<file path="src/rtl/scan_loader.sv">
// Byte-wide front end for a serial scan chain: it streams CHAIN_LEN bits in and captures the
// CHAIN_LEN bits that leave the chain, one byte at a time in both directions.
module scan_loader #(
  parameter int unsigned CHAIN_LEN = 256
) (
  input  logic       clk,
  input  logic       rst,
  input  logic       start,
  input  logic       abort,
  input  logic       in_valid,
  input  logic [7:0] in_data,
  output logic       in_ready,
  output logic       out_valid,
  output logic [7:0] out_data,
  input  logic       out_ready,
  output logic       scan_enable,
  output logic       scan_in,
  input  logic       scan_out,
  output logic       busy,
  output logic       done
);

  localparam int unsigned NumBytes = CHAIN_LEN / 8;
  localparam int unsigned ByteW    = (NumBytes > 1) ? $clog2(NumBytes) : 1;
  localparam logic [ByteW-1:0] LastByte = ByteW'(NumBytes - 1);
  localparam logic [ByteW-1:0] ByteOne  = ByteW'(1);

  typedef enum logic [2:0] {
    StIdle,
    StLoad,
    StShift,
    StEmit,
    StDone
  } state_e;

  state_e           state_q, state_d;
  logic [7:0]       tx_q, tx_d;
  logic [7:0]       rx_q, rx_d;
  logic [2:0]       bit_q, bit_d;
  logic [ByteW-1:0] byte_q, byte_d;

  always_ff @(posedge clk or posedge rst) begin
    if (rst) begin
      state_q <= StIdle;
    end else begin
      state_q <= state_d;
    end
  end

  always_comb begin
    state_d = state_q;
    unique case (state_q)
      StIdle:  if (start && !abort) state_d = StLoad;
      StLoad: begin
        if (abort)         state_d = StIdle;
        else if (in_valid) state_d = StShift;
      end
      StShift: begin
        if (abort)              state_d = StIdle;
        else if (bit_q == 3'd7) state_d = StEmit;
      end
      StEmit: begin
        if (abort)          state_d = StIdle;
        else if (out_ready) state_d = (byte_q == LastByte) ? StDone : StLoad;
      end
      StDone:  state_d = StIdle;
      default: state_d = StIdle;
    endcase
  end

  // Handshake outputs are masked by abort so no byte is accepted or consumed as we bail out.
  always_comb begin
    in_ready    = 1'b0;
    out_valid   = 1'b0;
    scan_enable = 1'b0;
    busy        = 1'b1;
    done        = 1'b0;
    unique case (state_q)
      StIdle:  busy        = 1'b0;
      StLoad:  in_ready    = !abort;
      StShift: scan_enable = 1'b1;
      StEmit:  out_valid   = !abort;
      StDone:  done        = !abort;
      default: busy        = 1'b0;
    endcase
  end

  assign scan_in  = scan_enable & tx_q[0];
  assign out_data = rx_q;

  always_comb begin
    tx_d   = tx_q;
    rx_d   = rx_q;
    bit_d  = bit_q;
    byte_d = byte_q;
    if (abort && (state_q != StIdle)) begin
      bit_d  = '0;
      byte_d = '0;
    end else begin
      unique case (state_q)
        StIdle: begin
          if (start) begin
            bit_d  = '0;
            byte_d = '0;
          end
        end
        StLoad: if (in_valid) tx_d = in_data;
        StShift: begin
          tx_d  = {1'b0, tx_q[7:1]};
          rx_d  = {scan_out, rx_q[7:1]};
          bit_d = bit_q + 3'd1;
        end
        StEmit: if (out_ready && (byte_q != LastByte)) byte_d = byte_q + ByteOne;
        default: ;
      endcase
    end
  end

  always_ff @(posedge clk or posedge rst) begin
    if (rst) begin
      tx_q   <= '0;
      rx_q   <= '0;
      bit_q  <= '0;
      byte_q <= '0;
    end else begin
      tx_q   <= tx_d;
      rx_q   <= rx_d;
      bit_q  <= bit_d;
      byte_q <= byte_d;
    end
  end

endmodule
</file>
<file path="config.mk">
export PLATFORM = sky130hd
export DESIGN_NAME = scan_loader
export DESIGN_NICKNAME = d
export VERILOG_FILES = /design/src/rtl/scan_loader.sv
export SDC_FILE = /design/constraint.sdc
export NUM_CORES = 1
export LEC_CHECK = 0
export ABC_CLOCK_PERIOD_IN_PS = 1600
export BUFFER_PORTS_ARGS = -buffer_cell sky130_fd_sc_hd__buf_2
export CAP_MARGIN = 30
export CELL_PAD_IN_SITES_DETAIL_PLACEMENT = 1
export CELL_PAD_IN_SITES_GLOBAL_PLACEMENT = 2
export CORE_ASPECT_RATIO = 0.7
export CORE_MARGIN = 2
export CORE_UTILIZATION = 25
export DETAILED_ROUTE_END_ITERATION = 6
export GPL_TIMING_DRIVEN = 0
export HOLD_SLACK_MARGIN = 0.15
export PLACE_DENSITY_LB_ADDON = 0.1
export SKIP_LAST_GASP = 1
export SLEW_MARGIN = 20
export SYNTH_ARGS = -nofsm -noshare
export SYNTH_HDL_FRONTEND = slang
export SYNTH_SLANG_ARGS = --single-unit
</file>
<file path="constraint.sdc">
create_clock -name clk -period 1.6 [get_ports clk]
set_input_delay 0.16 -clock clk [delete_from_list [all_inputs] [get_ports clk]]
set_output_delay 0.16 -clock clk [all_outputs]
set_load 0.01 [all_outputs]
</file>
==> results_tabular.tex <==
\begin{tabular}{lr}
\hline
Metric & Value \\
\hline
\multicolumn{2}{l}{\textbf{Die}} \\
\quad Chip Width & 92.3 um \\
\quad Initial core utilization & 0.260 \\
\quad Area of the core & 0.00526 mm2 \\
\quad Ports & 29 \\
\quad Die Area & 0.00608 mm2 \\
\quad Cell Rows & 22 \\
\quad Die Y & 65.8 um \\
\multicolumn{2}{l}{\textbf{STA}} \\
\quad Count of final max-slew check failures & 0 \\
\quad Transition at the pin with the smallest max-transition slack & 0.497 ns \\
\quad Max transition margin & 0.668 \\
\quad Setup repair after global routing missed its margin & true \\
\quad Ratio of final minimum period to clock period & 1.11 \\
\quad Shortest clock period the worst path allows after layout & 1.77 ns \\
\quad Crit path setup slack, layout & -0.173 ns \\
\quad Clk\_skew & 0.0102 ns \\
\quad Max frequency & 0.564 GHz \\
\quad Hold Worst Slack & 0.187 ns \\
\quad Final-report setup violation count & 6 \\
\quad Fin. Hold Viols & 0 \\
\multicolumn{2}{l}{\textbf{Logic synthesis}} \\
\quad Area share of the leading cell type in the synthesized netlist & 0.495 \\
\quad Top cell type by total area after synthesis & dfrtp\_1 \\
\quad Syn nets & 133 \\
\quad Synthesized cell area & 0.00137 mm2 \\
\quad Yosys warning count & 0 \\
\quad Mean post-synth cell area & 12.0 um2 \\
\quad Synthesized instance count & 114 \\
\quad Cell variety after synth & 34 \\
\quad Proportion of synthesized chip area in sequential cells & 0.495 \\
\quad Number of register bits inferred by synthesis & 27 \\
\quad Synth area leaders & dfrtp\_1 49\%, mux2i\_1 6.6\%, mux2\_1 5.8\% \\
\multicolumn{2}{l}{\textbf{Global route}} \\
\quad Global-route wire length before repair & 5440 um \\
\quad Overflow after GRT & 0 \\
\quad Aggregate global-route resource usage & 0.115 \\
\quad Antenna violations before repair & 0 \\
\quad Vias in the first global route & 1137 \\
\quad Maximum number of pins on one net before global-route repair & 18 \\
\multicolumn{2}{l}{\textbf{Setup path}} \\
\quad Class of the most critical setup path & reg2reg \\
\quad Critical Path Start Type & register \\
\quad Critical path data arrival time & 1.93 ns \\
\quad Worst R2R Path Depth & 7 \\
\quad WP data required & 1.76 ns \\
\quad Crit. End Element & register \\
\quad Worst-path fanout max & 5 \\
\quad Cell type of the slowest stage on the worst timing path & dfrtp\_1 \\
\quad Longest individual stage delay on the worst path & 0.40 ns \\
\quad Cell breakdown of the critical path & ha\_2 > and3\_4 > ha\_4 > nand4b\_1 > a21oi\_2 > a21oi\_4 > a211o\_1 \\
\multicolumn{2}{l}{\textbf{Cells and area}} \\
\quad Final \#Nets & 185 \\
\quad Share of final-layout standard cells stronger than drive strength 1 & 0.479 \\
\quad Diode insertion count for antenna repair & 0 \\
\quad Number of fill cells in the layout & 589 \\
\quad Final cell area excluding filler cells & 0.00193 mm2 \\
\quad Area growth syn-to-layout & 41.3\% \\
\quad Area of the multi-input gates & 727 um2 \\
\quad Total area of sequential cells & 677 um2 \\
\multicolumn{2}{l}{\textbf{Clock tree}} \\
\quad Skew-Pair Late Insertion Delay & 0.27 ns \\
\quad Root cell of the clock tree & clkbuf\_8 \\
\quad Number of clock sinks & 27 \\
\quad Total CTS buffers & 3 \\
\quad Clock Pin Slew Worst Setup and Hold Paths & 0.10 ns \\
\quad Maximum buffer depth of the clock tree & 2 \\
\quad H-tree levels & 1 \\
\quad Clock tree from TritonCTS & done \\
\multicolumn{2}{l}{\textbf{Status}} \\
\quad Outcome & finished, violations left \\
\quad Failing checks & setup timing \\
\multicolumn{2}{l}{\textbf{Drt}} \\
\quad DRC violations left & 0 \\
\quad Via-to-Cell Ratio & 4.46 \\
\quad Remaining number of nets flagged by the antenna check after routing & 0 \\
\quad DR iter-0 viols & 12 \\
\quad Routed length per placed instance & 14.0 um \\
\quad Total wire length & 3310 um \\
\quad Number of vias in the routed layout & 1058 \\
\quad Number of search-and-repair iterations in the first detailed-routing pass & 2 \\
\multicolumn{2}{l}{\textbf{Power}} \\
\quad Relative contribution of combinational cells to total power & 0.255 \\
\quad Sw frac & 0.291 \\
\quad Leakage & 0.936 nW \\
\quad Worst vdd rail ir drop & 448 uV \\
\quad Overall Power & 0.00171 W \\
\quad Share of total power in the clock network & 0.226 \\
\quad Internal cell power & 0.00122 W \\
\quad Pwr/cell area & 889 mW/mm2 \\
\quad Switching power & 0.000499 W \\
\quad Sequential fraction of design power & 0.519 \\
\multicolumn{2}{l}{\textbf{Min path}} \\
\quad Number of cells on the worst hold path & 3 \\
\quad Worst min-delay path class & in2reg \\
\multicolumn{2}{l}{\textbf{Place}} \\
\quad Placed cell areas & 0.00165 mm2 \\
\quad Final weighted congestion in routability-driven placement & 0.783 \\
\quad Half-perimeter wire length after placement & 2300 um \\
\quad Setup Slack @ Placement & -0.242 ns \\
\quad I/O Buffers & 28 \\
\multicolumn{2}{l}{\textbf{Flow run}} \\
\quad Max-cap viol count & 0 \\
\hline
\end{tabular}
## metrics by stage
stage,TNS (ns),instances,utilization
2_1_floorplan,-0.254,114,-
3_3_place_gp,-0.934,214,0.308
3_5_place_dp,-1.21,215,0.313
4_1_cts,-0.759,233,0.354
5_1_grt,-1.63,237,0.367
6_report,-0.673,237,0.367
## cells in the final DEF, fill, tap and decap left out, types with 3 or more instances in the layout
| master | count |
|---|---|
| inv_1 | 3 |
| o21ai_0 | 3 |
| dlygate4sd3_1 | 4 |
| buf_4 | 13 |
| nor2_1 | 9 |
| buf_2 | 29 |
| a22o_1 | 4 |
| a21oi_2 | 3 |
| nor2_4 | 3 |
| dfrtp_1 | 26 |
| mux2i_1 | 9 |
| mux2_4 | 9 |
| a21oi_1 | 7 |
| clkbuf_8 | 3 |
| buf_6 | 4 |
## synthesized netlist by cell type
cell	instances
nand2b_1	1
or2_1	1
mux2_2	3
nand3b_1	2
a21oi_2	3
a22o_1	4
a211o_1	1
nand4b_1	1
mux2_1	7
inv_1	3
buf_6	4
and4bb_2	1
a21o_1	1
a311oi_1	1
a22oi_1	1
nand3_1	2
or3_1	1
and3b_1	2
o41ai_1	1
a21oi_4	1
ha_1	4
nor2_4	2
buf_2	2
and2_1	2
nor3b_1	1
nand2_1	1
nor4b_1	1
or3b_1	1
dfrtp_1	27
a21oi_1	8
nor2_1	10
and3_1	2
mux2i_1	9
o21ai_0	3
## flip-flops by register name, indices dropped and copies added (netlist names)
register and count:
bit_q 3, byte_q 5, out_data 8, state_q 3, tx_q 8
## worst max-delay path, delay by kind of cell, from the launching register on
family	cells	cell delay [ns]
DFF	1	0.40
adders and majority gates	2	0.34
and+or+nand+nor	2	0.38
AOI/OAI and AO/OA	3	0.54
## metal layers
layer	GRT usage	up-vias	wire length [um]
met3	0.0319	2	153
met4	0.0354	0	30
met1	0.155	522	1620
met2	0.181	20	1500
met5	0	-	0
li1	-	514	-
## layout make-up
class,count,area share
multi-input combinational,78,0.377
sequential,27,0.351
timing repair buffer,47,0.164
tap,72,0.0467
buffer,6,0.0318
clock buffer,3,0.0214
inverter,3,0.00584
clock inverter,1,0.00259
## cells by family (layout without fill, tap and decap cells)
logic type | count (synthesis) | count (layout) | share of synthesized area
DFF | 27 | 27 | 0.495
buffers and inverters | 9 | 60 | 0.0486
muxes | 19 | 19 | 0.148
AOI/OAI and AO/OA | 24 | 24 | 0.127
adders and majority gates | 4 | 4 | 0.0367
and+or+nand+nor | 31 | 31 | 0.144
## power groups by stage
| stage | registers (W) | logic [W] | clock network (W) |
|---|---|---|---|
| after floorplan | 0.000903 | 0.000219 | 0 |
| after global placement | 0.000892 | 0.000352 | 0 |
| after global routing | 0.000911 | 0.000482 | 0.000442 |
| final | 0.000890 | 0.000437 | 0.000387 |
| after detailed placement | 0.000901 | 0.000370 | 0 |
| after CTS | 0.000891 | 0.000428 | 0.000419 |
## timing repair
item                                   in CTS  in global routing
pin swaps                                   6                  5
gates resized for setup                    13                  8
setup endpoints to repair                  16                 21
gates cloned                                0                  0
endpoints found under the hold margin      13                  0
buffers inserted                           10                  4
hold buffers                                4                  0
## worst paths after layout
kind / slack [ns] / to / start
worst min register to register: 0.51 / bit_q[1] / bit_q[1]
max in group asynchronous: 0.69 / state_q[1] / rst
min in group asynchronous: 0.45 / out_data[0] / rst
worst min-delay path: 0.19 / tx_q[4] / in_data[4]
worst max register to register: -0.17 / byte_q[2] / byte_q[1]
worst max-delay path: -0.17 / byte_q[2] / byte_q[1]
Power figures use the tool's default switching activity.
